File: src/rtl/seq_divider_if.sv
// Handshake and operand/result bundle for seq_divider.
// The master side drives operands and consumes results.
interface seq_divider_if #(
   parameter int unsigned WIDTH = 8
);
   logic                 in_valid;
   logic                 in_ready;
   logic [WIDTH-1:0]     A;
   logic [WIDTH-1:0]     B;
   logic                 S;
   logic                 V;
   logic                 out_valid;
   logic                 out_ready;
   logic [2*WIDTH-1:0]   Y;
   logic [1:0]           dbz;

   modport master (
      output in_valid, A, B, S, V, out_ready,
      input  in_ready, out_valid, Y, dbz
   );

   modport slave (
      input  in_valid, A, B, S, V, out_ready,
      output in_ready, out_valid, Y, dbz
   );
endinterface

File: src/rtl/seq_divider.sv
// Iterative restoring divider: scalar WIDTH-bit or two WIDTH/2-bit lanes,
// signed or unsigned, producing {R, Q} with truncation toward zero.
module seq_divider #(
   parameter int unsigned WIDTH = 8
) (
   input logic         clk,
   input logic         rst,
   seq_divider_if.slave bus
);
   localparam int unsigned H  = WIDTH / 2;
   localparam int unsigned CW = $clog2(WIDTH + 1);

   typedef enum logic [1:0] {IDLE, BUSY, FIX, DONE} state_e;

   state_e             state_q, state_d;
   logic [CW-1:0]      cnt_q, cnt_d;
   logic [WIDTH-1:0]   a_q, a_d;
   logic [WIDTH-1:0]   b_q, b_d;
   logic               v_q, v_d;
   logic [WIDTH-1:0]   quo_q, quo_d;
   logic [WIDTH-1:0]   rem_q, rem_d;
   logic [WIDTH-1:0]   div_q, div_d;
   logic [1:0]         qneg_q, qneg_d;
   logic [1:0]         rneg_q, rneg_d;
   logic [2*WIDTH-1:0] y_q, y_d;
   logic [1:0]         dbz_q, dbz_d;

   function automatic logic [H-1:0] cneg_h(input logic n, input logic [H-1:0] x);
      return n ? -x : x;
   endfunction

   function automatic logic [WIDTH-1:0] cneg_w(input logic n, input logic [WIDTH-1:0] x);
      return n ? -x : x;
   endfunction

   // Operand conditioning at acceptance
   logic               an_h, an_l, bn_h, bn_l;
   logic [WIDTH-1:0]   mag_a, mag_b;
   logic [1:0]         qneg_in, rneg_in;

   always_comb begin
      an_h = bus.S & bus.A[WIDTH-1];
      an_l = bus.S & bus.A[H-1];
      bn_h = bus.S & bus.B[WIDTH-1];
      bn_l = bus.S & bus.B[H-1];
      if (bus.V) begin
         mag_a   = {cneg_h(an_h, bus.A[WIDTH-1:H]), cneg_h(an_l, bus.A[H-1:0])};
         mag_b   = {cneg_h(bn_h, bus.B[WIDTH-1:H]), cneg_h(bn_l, bus.B[H-1:0])};
         qneg_in = {an_h ^ bn_h, an_l ^ bn_l};
         rneg_in = {an_h, an_l};
      end else begin
         mag_a   = cneg_w(an_h, bus.A);
         mag_b   = cneg_w(bn_h, bus.B);
         qneg_in = {1'b0, an_h ^ bn_h};
         rneg_in = {1'b0, an_h};
      end
   end

   // One restoring step; a zero divisor always "succeeds", which leaves the
   // dividend in the remainder and all ones in the quotient.
   logic [WIDTH:0]     sh_s, diff_s;
   logic [H:0]         sh_h, diff_h, sh_l, diff_l;
   logic [WIDTH-1:0]   step_rem, step_quo;

   always_comb begin
      sh_s   = {rem_q, quo_q[WIDTH-1]};
      diff_s = sh_s - {1'b0, div_q};
      sh_h   = {rem_q[WIDTH-1:H], quo_q[WIDTH-1]};
      diff_h = sh_h - {1'b0, div_q[WIDTH-1:H]};
      sh_l   = {rem_q[H-1:0], quo_q[H-1]};
      diff_l = sh_l - {1'b0, div_q[H-1:0]};
      if (v_q) begin
         step_rem = {diff_h[H] ? sh_h[H-1:0] : diff_h[H-1:0],
                     diff_l[H] ? sh_l[H-1:0] : diff_l[H-1:0]};
         step_quo = {quo_q[WIDTH-2:H], ~diff_h[H], quo_q[H-2:0], ~diff_l[H]};
      end else begin
         step_rem = diff_s[WIDTH] ? sh_s[WIDTH-1:0] : diff_s[WIDTH-1:0];
         step_quo = {quo_q[WIDTH-2:0], ~diff_s[WIDTH]};
      end
   end

   // Sign correction; divide-by-zero lanes bypass it
   logic [WIDTH-1:0]   qs, rs;
   logic [H-1:0]       qh, rh, ql, rl;
   logic [2*WIDTH-1:0] y_fix;
   logic [1:0]         dbz_fix;

   always_comb begin
      qs = cneg_w(qneg_q[0], quo_q);
      rs = cneg_w(rneg_q[0], rem_q);
      if (b_q == '0) begin
         qs = '1;
         rs = a_q;
      end
      qh = cneg_h(qneg_q[1], quo_q[WIDTH-1:H]);
      rh = cneg_h(rneg_q[1], rem_q[WIDTH-1:H]);
      if (b_q[WIDTH-1:H] == '0) begin
         qh = '1;
         rh = a_q[WIDTH-1:H];
      end
      ql = cneg_h(qneg_q[0], quo_q[H-1:0]);
      rl = cneg_h(rneg_q[0], rem_q[H-1:0]);
      if (b_q[H-1:0] == '0) begin
         ql = '1;
         rl = a_q[H-1:0];
      end
      if (v_q) begin
         y_fix   = {rh, rl, qh, ql};
         dbz_fix = {b_q[WIDTH-1:H] == '0, b_q[H-1:0] == '0};
      end else begin
         y_fix   = {rs, qs};
         dbz_fix = {1'b0, b_q == '0};
      end
   end

   always_comb begin
      state_d = state_q;
      cnt_d   = cnt_q;
      a_d     = a_q;
      b_d     = b_q;
      v_d     = v_q;
      quo_d   = quo_q;
      rem_d   = rem_q;
      div_d   = div_q;
      qneg_d  = qneg_q;
      rneg_d  = rneg_q;
      y_d     = y_q;
      dbz_d   = dbz_q;
      unique case (state_q)
         IDLE: if (bus.in_valid) begin
            state_d = BUSY;
            a_d     = bus.A;
            b_d     = bus.B;
            v_d     = bus.V;
            quo_d   = mag_a;
            div_d   = mag_b;
            rem_d   = '0;
            qneg_d  = qneg_in;
            rneg_d  = rneg_in;
            cnt_d   = bus.V ? CW'(H) : CW'(WIDTH);
         end
         // The trailing cnt==0 cycle pads BUSY so latency is N+2 edges.
         BUSY: if (cnt_q == '0) begin
            state_d = FIX;
         end else begin
            cnt_d = cnt_q - CW'(1);
            rem_d = step_rem;
            quo_d = step_quo;
         end
         FIX: begin
            y_d     = y_fix;
            dbz_d   = dbz_fix;
            state_d = DONE;
         end
         DONE: if (bus.out_ready) state_d = IDLE;
         default: state_d = IDLE;
      endcase
   end

   always_ff @(posedge clk) begin
      if (rst) begin
         state_q <= IDLE;
         cnt_q   <= '0;
         a_q     <= '0;
         b_q     <= '0;
         v_q     <= 1'b0;
         quo_q   <= '0;
         rem_q   <= '0;
         div_q   <= '0;
         qneg_q  <= '0;
         rneg_q  <= '0;
         y_q     <= '0;
         dbz_q   <= '0;
      end else begin
         state_q <= state_d;
         cnt_q   <= cnt_d;
         a_q     <= a_d;
         b_q     <= b_d;
         v_q     <= v_d;
         quo_q   <= quo_d;
         rem_q   <= rem_d;
         div_q   <= div_d;
         qneg_q  <= qneg_d;
         rneg_q  <= rneg_d;
         y_q     <= y_d;
         dbz_q   <= dbz_d;
      end
   end

   assign bus.in_ready  = (state_q == IDLE);
   assign bus.out_valid = (state_q == DONE);
   assign bus.Y         = y_q;
   assign bus.dbz       = dbz_q;
endmodule

File: src/flat_wrapper.sv
// flat-port wrapper written by rule: the top's interface ports become plain ports
module seq_divider_flat 
#(
   parameter int unsigned WIDTH = 8
)
  (clk, rst, bus_in_valid, bus_A, bus_B, bus_S, bus_V, bus_out_ready, bus_in_ready, bus_out_valid, bus_Y, bus_dbz);
  seq_divider_if #(.WIDTH(WIDTH)) bus_i ();
  input logic clk;
  input logic rst;
  input wire logic [$bits(bus_i.in_valid)-1:0] bus_in_valid;
  input wire logic [$bits(bus_i.A)-1:0] bus_A;
  input wire logic [$bits(bus_i.B)-1:0] bus_B;
  input wire logic [$bits(bus_i.S)-1:0] bus_S;
  input wire logic [$bits(bus_i.V)-1:0] bus_V;
  input wire logic [$bits(bus_i.out_ready)-1:0] bus_out_ready;
  output wire logic [$bits(bus_i.in_ready)-1:0] bus_in_ready;
  output wire logic [$bits(bus_i.out_valid)-1:0] bus_out_valid;
  output wire logic [$bits(bus_i.Y)-1:0] bus_Y;
  output wire logic [$bits(bus_i.dbz)-1:0] bus_dbz;
  assign bus_i.in_valid = bus_in_valid;
  assign bus_i.A = bus_A;
  assign bus_i.B = bus_B;
  assign bus_i.S = bus_S;
  assign bus_i.V = bus_V;
  assign bus_i.out_ready = bus_out_ready;
  assign bus_in_ready = bus_i.in_ready;
  assign bus_out_valid = bus_i.out_valid;
  assign bus_Y = bus_i.Y;
  assign bus_dbz = bus_i.dbz;
  seq_divider #(.WIDTH(WIDTH)) u_core (.clk(clk), .rst(rst), .bus(bus_i));
endmodule
File: config.mk
export PLATFORM = sky130hd
export DESIGN_NAME = seq_divider_flat
export DESIGN_NICKNAME = d
export VERILOG_FILES = /design/src/rtl/seq_divider_if.sv /design/src/rtl/seq_divider.sv /design/src/flat_wrapper.sv
export SDC_FILE = /design/constraint.sdc
export NUM_CORES = 1
export LEC_CHECK = 0
export CORE_MARGIN = 2
export CORE_UTILIZATION = 37
export CTS_CLUSTER_SIZE = 16
export DETAILED_ROUTE_END_ITERATION = 8
export MAX_ROUTING_LAYER = met4
export PLACE_DENSITY = 0.62
export SKIP_LAST_GASP = 1
export SLEW_MARGIN = 25
export SYNTH_ARGS = -nofsm -noshare
export SYNTH_HDL_FRONTEND = slang
export SYNTH_SLANG_ARGS = --single-unit
export TNS_END_PERCENT = 5
File: constraint.sdc
create_clock -name clk -period 3.5 [get_ports clk]
set_input_delay 0.35 -clock clk [delete_from_list [all_inputs] [get_ports clk]]
set_output_delay 0.35 -clock clk [all_outputs]
set_load 0.02 [all_outputs]
## Word level (Yosys, flattened, before mapping)

Cells that the tools add are included.

| storage, ports and cells | value |
|---|---|
| input port bits | 22 |
| bits in registers | 69 |
| word-level logic and storage cells | 96 |
| output and inout bits | 20 |

| cells by class | value |
|---|---|
| muxes and demuxes | 43 |
| bitwise logic cells | 9 |
| equality and inequality tests | 7 |
| add/subtract/negate cells | 16 |
| reductions and logical operators | 9 |

Operators with widths:

| operator | count |
|---|---|
| 8-bit 2-to-1 mux | 14 |
| 4-bit 2-to-1 mux | 17 |
| 4-bit negator | 8 |
| 8-bit negator | 4 |
| 8-bit case mux with 2 select lines | 2 |
| 16-bit 2-to-1 mux | 1 |
| 4-bit zero test | 3 |
| 2-bit 2-to-1 mux | 6 |
| 5-bit by 4-bit subtractor with 5-bit output | 2 |
| 9-bit by 8-bit subtractor with 9-bit output | 1 |
| 8-bit zero test | 1 |
| 2-bit case mux with 4 select lines | 1 |
| 4-bit case mux with 2 select lines | 1 |
| 2-bit inequality test (second input constant) | 3 |
| 3-bit AND reduction | 2 |
| 5-bit 2-to-1 mux | 1 |
| 1-bit AND | 4 |
| 2-bit equality test (second input constant) | 2 |
| 4-bit by 1-bit subtractor with 4-bit output (second input constant) | 1 |
| 1-bit inverter | 3 |
| 2-bit by 1-bit equality test with 1-bit output (second input constant) | 1 |
| 2-bit zero test | 1 |
| 2-bit by 1-bit inequality test with 1-bit output (second input constant) | 1 |
| 2-bit AND reduction | 1 |
| other kinds (2) | 3 |

## Logic depth before layout (Yosys ltp)

Gate-level depths: netlist (run 1).

| logic depth | value |
|---|---|
| depth in word-level cells | 5 |
| depth in mapped cells | 11 |
| depth with buffers taken out | 10 |

## Worst setup path after synthesis (run 1)

Ideal clock, no wire load.

| timing | value |
|---|---|
| kind | flip-flop to flip-flop |
| start | register u_core.quo_q[7] |
| end | register u_core.rem_q[5] |
| stages on the path, launching flop included | 11 |
| required time | 3.378 ns |
| path buffers | 1 |
| period minus slack after synthesis | 2.487 ns |
| path slack | 1.013 ns |
| arrival | 2.365 ns |
| setup time | 0.122 ns |
| cells stage by stage | dfxtp_1 inv_1 ha_1 inv_1 fa_1 a211oi_2 o2111a_1 o221ai_2 buf_4 a31o_1 a221o_1 |

| on the way | value |
|---|---|
| word-level cells in the longest chain between the ends | 5 |
| elaborated cells on any way between the ends | 7 |
| classes of those cells | add/sub (2); mux (5) |

RTL lines:

| element | RTL line | RTL |
|---|---|---|
| start: declaration | seq_divider.sv:20 | `logic [WIDTH-1:0] quo_q, quo_d;` |
| start signal: assignment | seq_divider.sv:180 | `quo_q <= quo_d;` |
| 9-bit by 8-bit subtractor with 9-bit output / 5-bit by 4-bit subtractor with 5-bit output (equally long branches) | seq_divider.sv:67, seq_divider.sv:69 |  |
| 8-bit 2-to-1 mux / 4-bit 2-to-1 mux (equally long branches) | seq_divider.sv:77, seq_divider.sv:73 |  |
| 8-bit 2-to-1 mux (*) | seq_divider.sv:72 | `if (v_q) begin` |
| 8-bit 2-to-1 mux (*) | seq_divider.sv:143 | `BUSY: if (cnt_q == '0) begin` |
| 8-bit case mux with 2 select lines (*) | seq_divider.sv:129 | `unique case (state_q)` |
| end signal: assignment | seq_divider.sv:181 | `rem_q <= rem_d;` |
| end: declaration | seq_divider.sv:21 | `logic [WIDTH-1:0] rem_q, rem_d;` |

Mark *: on every way between the ends. The rest lies on a longest branch, timed or not. The select of a mux whose other input is x is not followed.
A chain may end at the register's enable or synchronous reset.

## Worst setup path in the final report (run 1)

Ends and elaborated chain as after synthesis.

==> flow_summary.yaml, run 1 <==
timing:
  rsz0062_at_grt: "no"
  slew_headroom: 0.3583
  setup_tns_ns: 0
  fmax_ghz: 0.3501
  finalHoldViolations: 0
  post-route-period-util: 0.8161
  worst_pin_slew_ns: 0.9626
  fin_worst_skew_ns: 0.006233
  whs_ns: 0.3472
  setup_viol: 0
  slew_violations: 0
  timing.final.crit_period_ns: 2.856
synth:
  synth.ff_latch_count: 68
  synthTopCellsByArea: "dfxtp_1 30%, nand2_1 6.6%, ha_1 6.3%"
  synth_ff_type: "dfxtp_1"
  synth_edf_count: 0
  syn_nets: 650
  synth.top_cell.area_share: 0.2968
  synthCells: 602
  async_flop_share: 0
  synth_top_area_cell: "dfxtp_1"
  syn_area_um2: 4587
  synth_area_per_cell_um2: 7.619
  ys_warn_count: 0
  synth_cell_type_count: 66
  yosysSeqAreaShare: 0.2968
cts:
  clockRootBuffer: "clkbuf_16"
  cts_hold_buf: 0
  path_clk_slew_ns: 0.06
  cts_setup_buffers: 0
  clkSinkCount: 68
  cts_resized: 0
  cts_made_buffers: 9
  clk_latency_ns: 0.33
  cts_tree: "yes"
  cts_htree_levels: 3
  clockBufferDepth: 2
setup_path:
  ff2ff_path_depth: 10
  crit_family: "compound AO/OA/AOI/OAI gates"
  cp_cell_sequence: "inv_1 > ha_1 > inv_1 > fa_1 > a211oi_2 > nor2_1 > o221ai_2 > nor2_1 > a31o_1 > a221o_1"
  worstPathMaxFanout: 14
  crit_buf_inv: 2
  crit_path_end_kind: "flop"
  ff2ff_setup_slack_ns: 0.64
  worstReg2RegEnd: "u_core.rem_q[5]"
  critPathSlowestCell: "o221ai_2"
  r2r_start: "u_core.quo_q[7]"
  worstPathRequired_ns: 3.72
  critPathMaxStageDelay_ns: 0.53
  worst-path-stages: 10
  worstPathArrival_ns: 3.08
  worst_setup_path_start_kind: "flop"
  critPathKind: "reg2reg"
global_route:
  grt_usage: 0.2002
  grt_max_degree: 60
  grt-ovfl-total: 0
  grt_pass1_wl_um: 20300
  grt_pass1_vias: 4041
  antenna_found_initial: 0
final_layout:
  area_growth_pct: 18.25
  multiInputGateArea_um2: 2908
  drive_gt1_frac: 0.05892
  fillers: 1229
  fin_cells: 796
  ff_latch_area_um2: 1361
  fin_nets: 671
  num_antenna_cells: 0
power:
  vdd_drop_max_mv: 0.3574
  leakage_uw: 0.002048
  seq_power_share: 0.263
  clkPwrFrac: 0.216
  cellPowerDensity_nw_per_um2: 829.9
  switching_power_uw: 1916
  p_sw_frac: 0.4257
  p_int_uw: 2585
  power_uw: 4501
  pwr-share-comb: 0.522
detailed_routing:
  drt_iter0_drc: 206
  postRouteAntennaNets: 0
  drtPass1Iterations: 6
  post_drt_wl_per_cell_um: 15.91
  drt_wl_total_um: 12670
  vias: 4358
  viasPerCell: 5.475
  drc: 0
min_path:
  min_path_type: "in2reg"
  min_to: "u_core.bus.Y[11]"
  min_path_cells: 2
  min_from: "rst"
floorplan:
  io_pins: 42
  die_h_um: 115.3
  die_w_um: 115.3
  die_area_um2: 13300
  start_util: 0.3803
  num_rows: 40
  coreArea_um2: 12060
place:
  io_buffers: 41
  place_inst: 780
  gp_congestion: 0.9041
  hpwlAfterDp_um: 9253
run_status:
  status: "complete, no violations"
job:
  drv_cap: 0
flip-flops by register name, indices dropped and copies added, names as in the netlist:
name            count
u_core.bus.Y       16
u_core.a_q          8
u_core.div_q        8
u_core.quo_q        8
u_core.rem_q        8
u_core.b_q          7
u_core.cnt_q        4
u_core.bus.dbz      2
u_core.qneg_q       2
u_core.rneg_q       2
u_core.state_q      2
u_core.v_q          1
logic make-up after synthesis:
group,synth area share
and+or+nand+nor,0.2079
AOI/OAI and AO/OA,0.2515
buffers and inverters,0.06928
DFF,0.2968
xor gates and xnor gates,0.05156
adders and majority gates,0.07583
muxes,0.04719
cells in the final DEF, fill, tap and decap left out, types with 9 or more instances in the layout:
cell type	n
a211oi_1	12
a21oi_1	56
clkbuf_16	9
clkdlybuf4s50_1	40
dfxtp_1	68
ha_1	23
inv_1	43
mux2i_1	16
nand2_1	81
nand2b_1	9
nand3_1	16
nor2_1	65
nor3_1	10
o211ai_1	11
o21ai_0	18
xnor2_1	14
xor2_1	13
worst max-delay path by stage:
stage | from | end | slack, ns
after global routing | u_core.quo_q[7] | u_core.rem_q[5] | 0.42
after detailed placement | u_core.quo_q[7] | u_core.rem_q[5] | 0.65
after global placement | u_core.quo_q[7] | u_core.rem_q[2] | 0.73
after floorplan | u_core.quo_q[7] | u_core.rem_q[5] | 1.01
after CTS | u_core.quo_q[7] | u_core.rem_q[5] | 0.64
final | u_core.quo_q[7] | u_core.rem_q[5] | 0.64
cell usage after synthesis (all sizes together), types with 4 or more instances:
master  instances
nand2          81
dfxtp          68
nor2           66
a21oi          57
inv            43
clkbuf         31
o21ai          25
ha             23
mux2i          16
nand3          16
xnor2          14
a211oi         13
xor2           13
o211ai         11
nor3           10
nand2b          9
a311oi          8
buf             8
o31ai           8
nor2b           6
a221oi          5
a31oi           5
mux2            5
a21o            4
or3             4
area by class of cell:
cell class | count | share of cell area
Inverter | 43 | 0.02976
Multi-Input combinational cell | 452 | 0.5361
Tap cell | 168 | 0.03875
Clock buffer | 11 | 0.04475
Timing Repair Buffer | 49 | 0.08581
Clock inverter | 5 | 0.01384
Sequential cell | 68 | 0.2510
power groups by stage:
stage,sequential [uW],clock (uW),combinational [uW]
final,1180,971,2350
after global placement,1180,0,2290
after CTS,1180,985,2330
after global routing,1210,1020,2610
after detailed placement,1190,0,2320
after floorplan,1190,0,1690
layer usage:
layer	wire length [um]	GRT usage	share of wire
met1	6131	0.2676	0.48
met2	5808	0.3084	0.46
met3	536	0.03374	0.042
met4	189	0.06345	0.015
met5	0	-	0
through the flow:
step                cell area, um^2    util  setup slack [ns]
floorplan                      4587       -             1.013
global placement               5106  0.4233            0.7284
detailed placement             5106  0.4233            0.6469
CTS                            5424  0.4497            0.6377
global route                   5424  0.4497            0.4220
finish                         5424  0.4497            0.6437
Power figures use the tool's default switching activity.
==> run 2, diff against run 1 <==
--- a/config.mk
+++ b/config.mk
@@ -10,7 +10,7 @@
 export CTS_CLUSTER_SIZE = 16
 export DETAILED_ROUTE_END_ITERATION = 8
 export MAX_ROUTING_LAYER = met4
-export PLACE_DENSITY = 0.62
+export PLACE_DENSITY = 0.64
 export SKIP_LAST_GASP = 1
 export SLEW_MARGIN = 25
 export SYNTH_ARGS = -nofsm -noshare
==> constraint.sdc (replaced) <==
create_clock -name clk -period 2.6 [get_ports clk]
set_input_delay 0.26 -clock clk [delete_from_list [all_inputs] [get_ports clk]]
set_output_delay 0.26 -clock clk [all_outputs]
set_load 0.02 [all_outputs]
==> run 2 against run 1 <==
Against the previous run:
- clock power up 35%
- routed wire length increased by 3.9%
- sequential power rose by 31%
- non-clock buffer count is 36 higher
- via count up 3.5%
- largest power group unchanged
==> flow_summary.yaml, run 2 (synthesis gave the netlist of run 1 again) <==
run_status:
  status: "complete, no violations"
global_route:
  grt_max_degree: 33
  grt-ovfl-total: 0
  grt_pass1_vias: 4215
  grt_usage: 0.2139
  grt_pass1_wl_um: 21470
  antenna_found_initial: 0
floorplan:
  io_pins: 42
  die_h_um: 115.3
  start_util: 0.3803
  die_w_um: 115.3
  die_area_um2: 13300
  coreArea_um2: 12060
  num_rows: 40
timing:
  fin_worst_skew_ns: 0.01089
  slew_violations: 0
  post-route-period-util: 0.9490
  finalHoldViolations: 0
  slew_headroom: 0.3790
  timing.final.crit_period_ns: 2.467
  setup_viol: 0
  worst_pin_slew_ns: 0.9314
  whs_ns: 0.2091
  fin_ws_ns: 0.1327
  rsz0062_at_grt: "yes"
  fmax_ghz: 0.4053
setup_path:
  worstPathMaxFanout: 6
  worst_setup_path_start_kind: "flop"
  ff2ff_setup_slack_ns: 0.13
  critPathSlowestCell: "fa_1"
  crit_family: "adder cells"
  worstPathRequired_ns: 2.83
  crit_path_end_kind: "flop"
  worstPathArrival_ns: 2.70
  critPathMostFrequentCell: "inv_1"
  cp_cell_sequence: "inv_1 > ha_1 > inv_1 > fa_1 > a21o_1 > a21oi_1 > xnor2_1 > mux2i_1 > nand2_1 > a32o_1"
  crit_buf_inv: 2
  critPathKind: "reg2reg"
  critPathMaxStageDelay_ns: 0.44
power:
  leakage_uw: 0.002222
  cellPowerDensity_nw_per_um2: 1113
  vdd_drop_max_mv: 0.5793
detailed_routing:
  drt_iter0_drc: 255
  viasPerCell: 5.421
  drtPass1Iterations: 5
  maxUsedRoutingLayer: "met4"
  post_drt_wl_per_cell_um: 15.82
  postRouteAntennaNets: 0
  routed-wl-met2_um: 6035
  drt_wl_total_um: 13170
  vias: 4510
  wl_met3_um: 760
  drc: 0
  wl_met1_um: 6218
job:
  drv_cap: 0
final_layout:
  fillers: 1234
  area_growth_pct: 24.82
  drive_gt1_frac: 0.1130
  multiInputGateArea_um2: 2938
  largest_reg_flops: 16
  ff_latch_area_um2: 1361
  layout_common_cells: "81 x nand2_1, 68 x dfxtp_1, 65 x nor2_1"
  fin_nets: 707
  num_antenna_cells: 0
  layout_commonest_cell: "nand2_1"
cts:
  clkSinkCount: 68
  clk_latency_ns: 0.34
  cts_htree_levels: 3
  clockRootBuffer: "clkbuf_16"
  cts_tree: "yes"
  cts_setup_buffers: 0
  path_clk_slew_ns: 0.06
  cts_made_buffers: 9
  cts_hold_buf: 0
  clockBufferDepth: 2
place:
  io_buffers: 41
  gp_congestion: 0.9039
  place_ws_ns: -0.02158
  hpwlAfterDp_um: 10270
min_path:
  min_path_type: "in2reg"
[run 2: path summary, 6_finish.rpt]
check,from,end,cells past startpoint
max reg2reg,u_core.quo_q[3],u_core.rem_q[3],10
min,rst,u_core.a_q[4],2
max,u_core.quo_q[3],u_core.rem_q[3],10
min reg2reg,u_core.div_q[6],u_core.div_q[6],2
[run 2: what timing repair did]
item,4_1_cts,5_1_grt
gates resized for setup,1,4
setup endpoints to repair,1,9
pin swaps,0,3
hold endpoints to repair,0,0
[run 2: metrics by stage]
step           power, uW  instance area [um^2]    util  setup TNS, ns  instances
5_1_grt             6896                  5725  0.4747        -0.1251        832
4_1_cts             6365                  5707  0.4731              0        832
6_report            6374                  5725  0.4747              0        832
2_1_floorplan       3869                  4587       -              0        602
3_3_place_gp        4916                  5376  0.4457              0        816
3_5_place_dp        4991                  5376  0.4457       -0.02158        816
[run 2: worst register-to-register path, cell delays in order (launching register included)]
cell     delay (ns)
dfxtp_1        0.32
inv_1          0.11
ha_1           0.18
inv_1          0.06
fa_1           0.44
a21o_1         0.20
a21oi_1        0.18
xnor2_1        0.32
mux2i_1        0.25
nand2_1        0.07
a32o_1         0.25
[run 2: area by class of cell]
| type | count | area share |
|---|---|---|
| clock buffers | 12 | 0.04305 |
| clock inverters | 4 | 0.01267 |
| repair buffers | 85 | 0.1285 |
| well taps | 168 | 0.03671 |
| multi-input cells | 452 | 0.5131 |
| inverters | 43 | 0.02819 |
| flip-flops and latches | 68 | 0.2378 |
[run 2: routing by layer]
metal | global-route usage | up-vias
met4 | 0.05221 | 0
li1 | - | 2243
met3 | 0.04059 | 11
met2 | 0.3251 | 132
met1 | 0.2927 | 2124
met5 | - | -
[run 2: power breakdown]
| part | switching [uW] | total (uW) | internal [uW] |
|---|---|---|---|
| logic | 2000 | 3530 | 1530 |
| clock network | 443 | 1310 | 864 |
| registers | 233 | 1540 | 1310 |
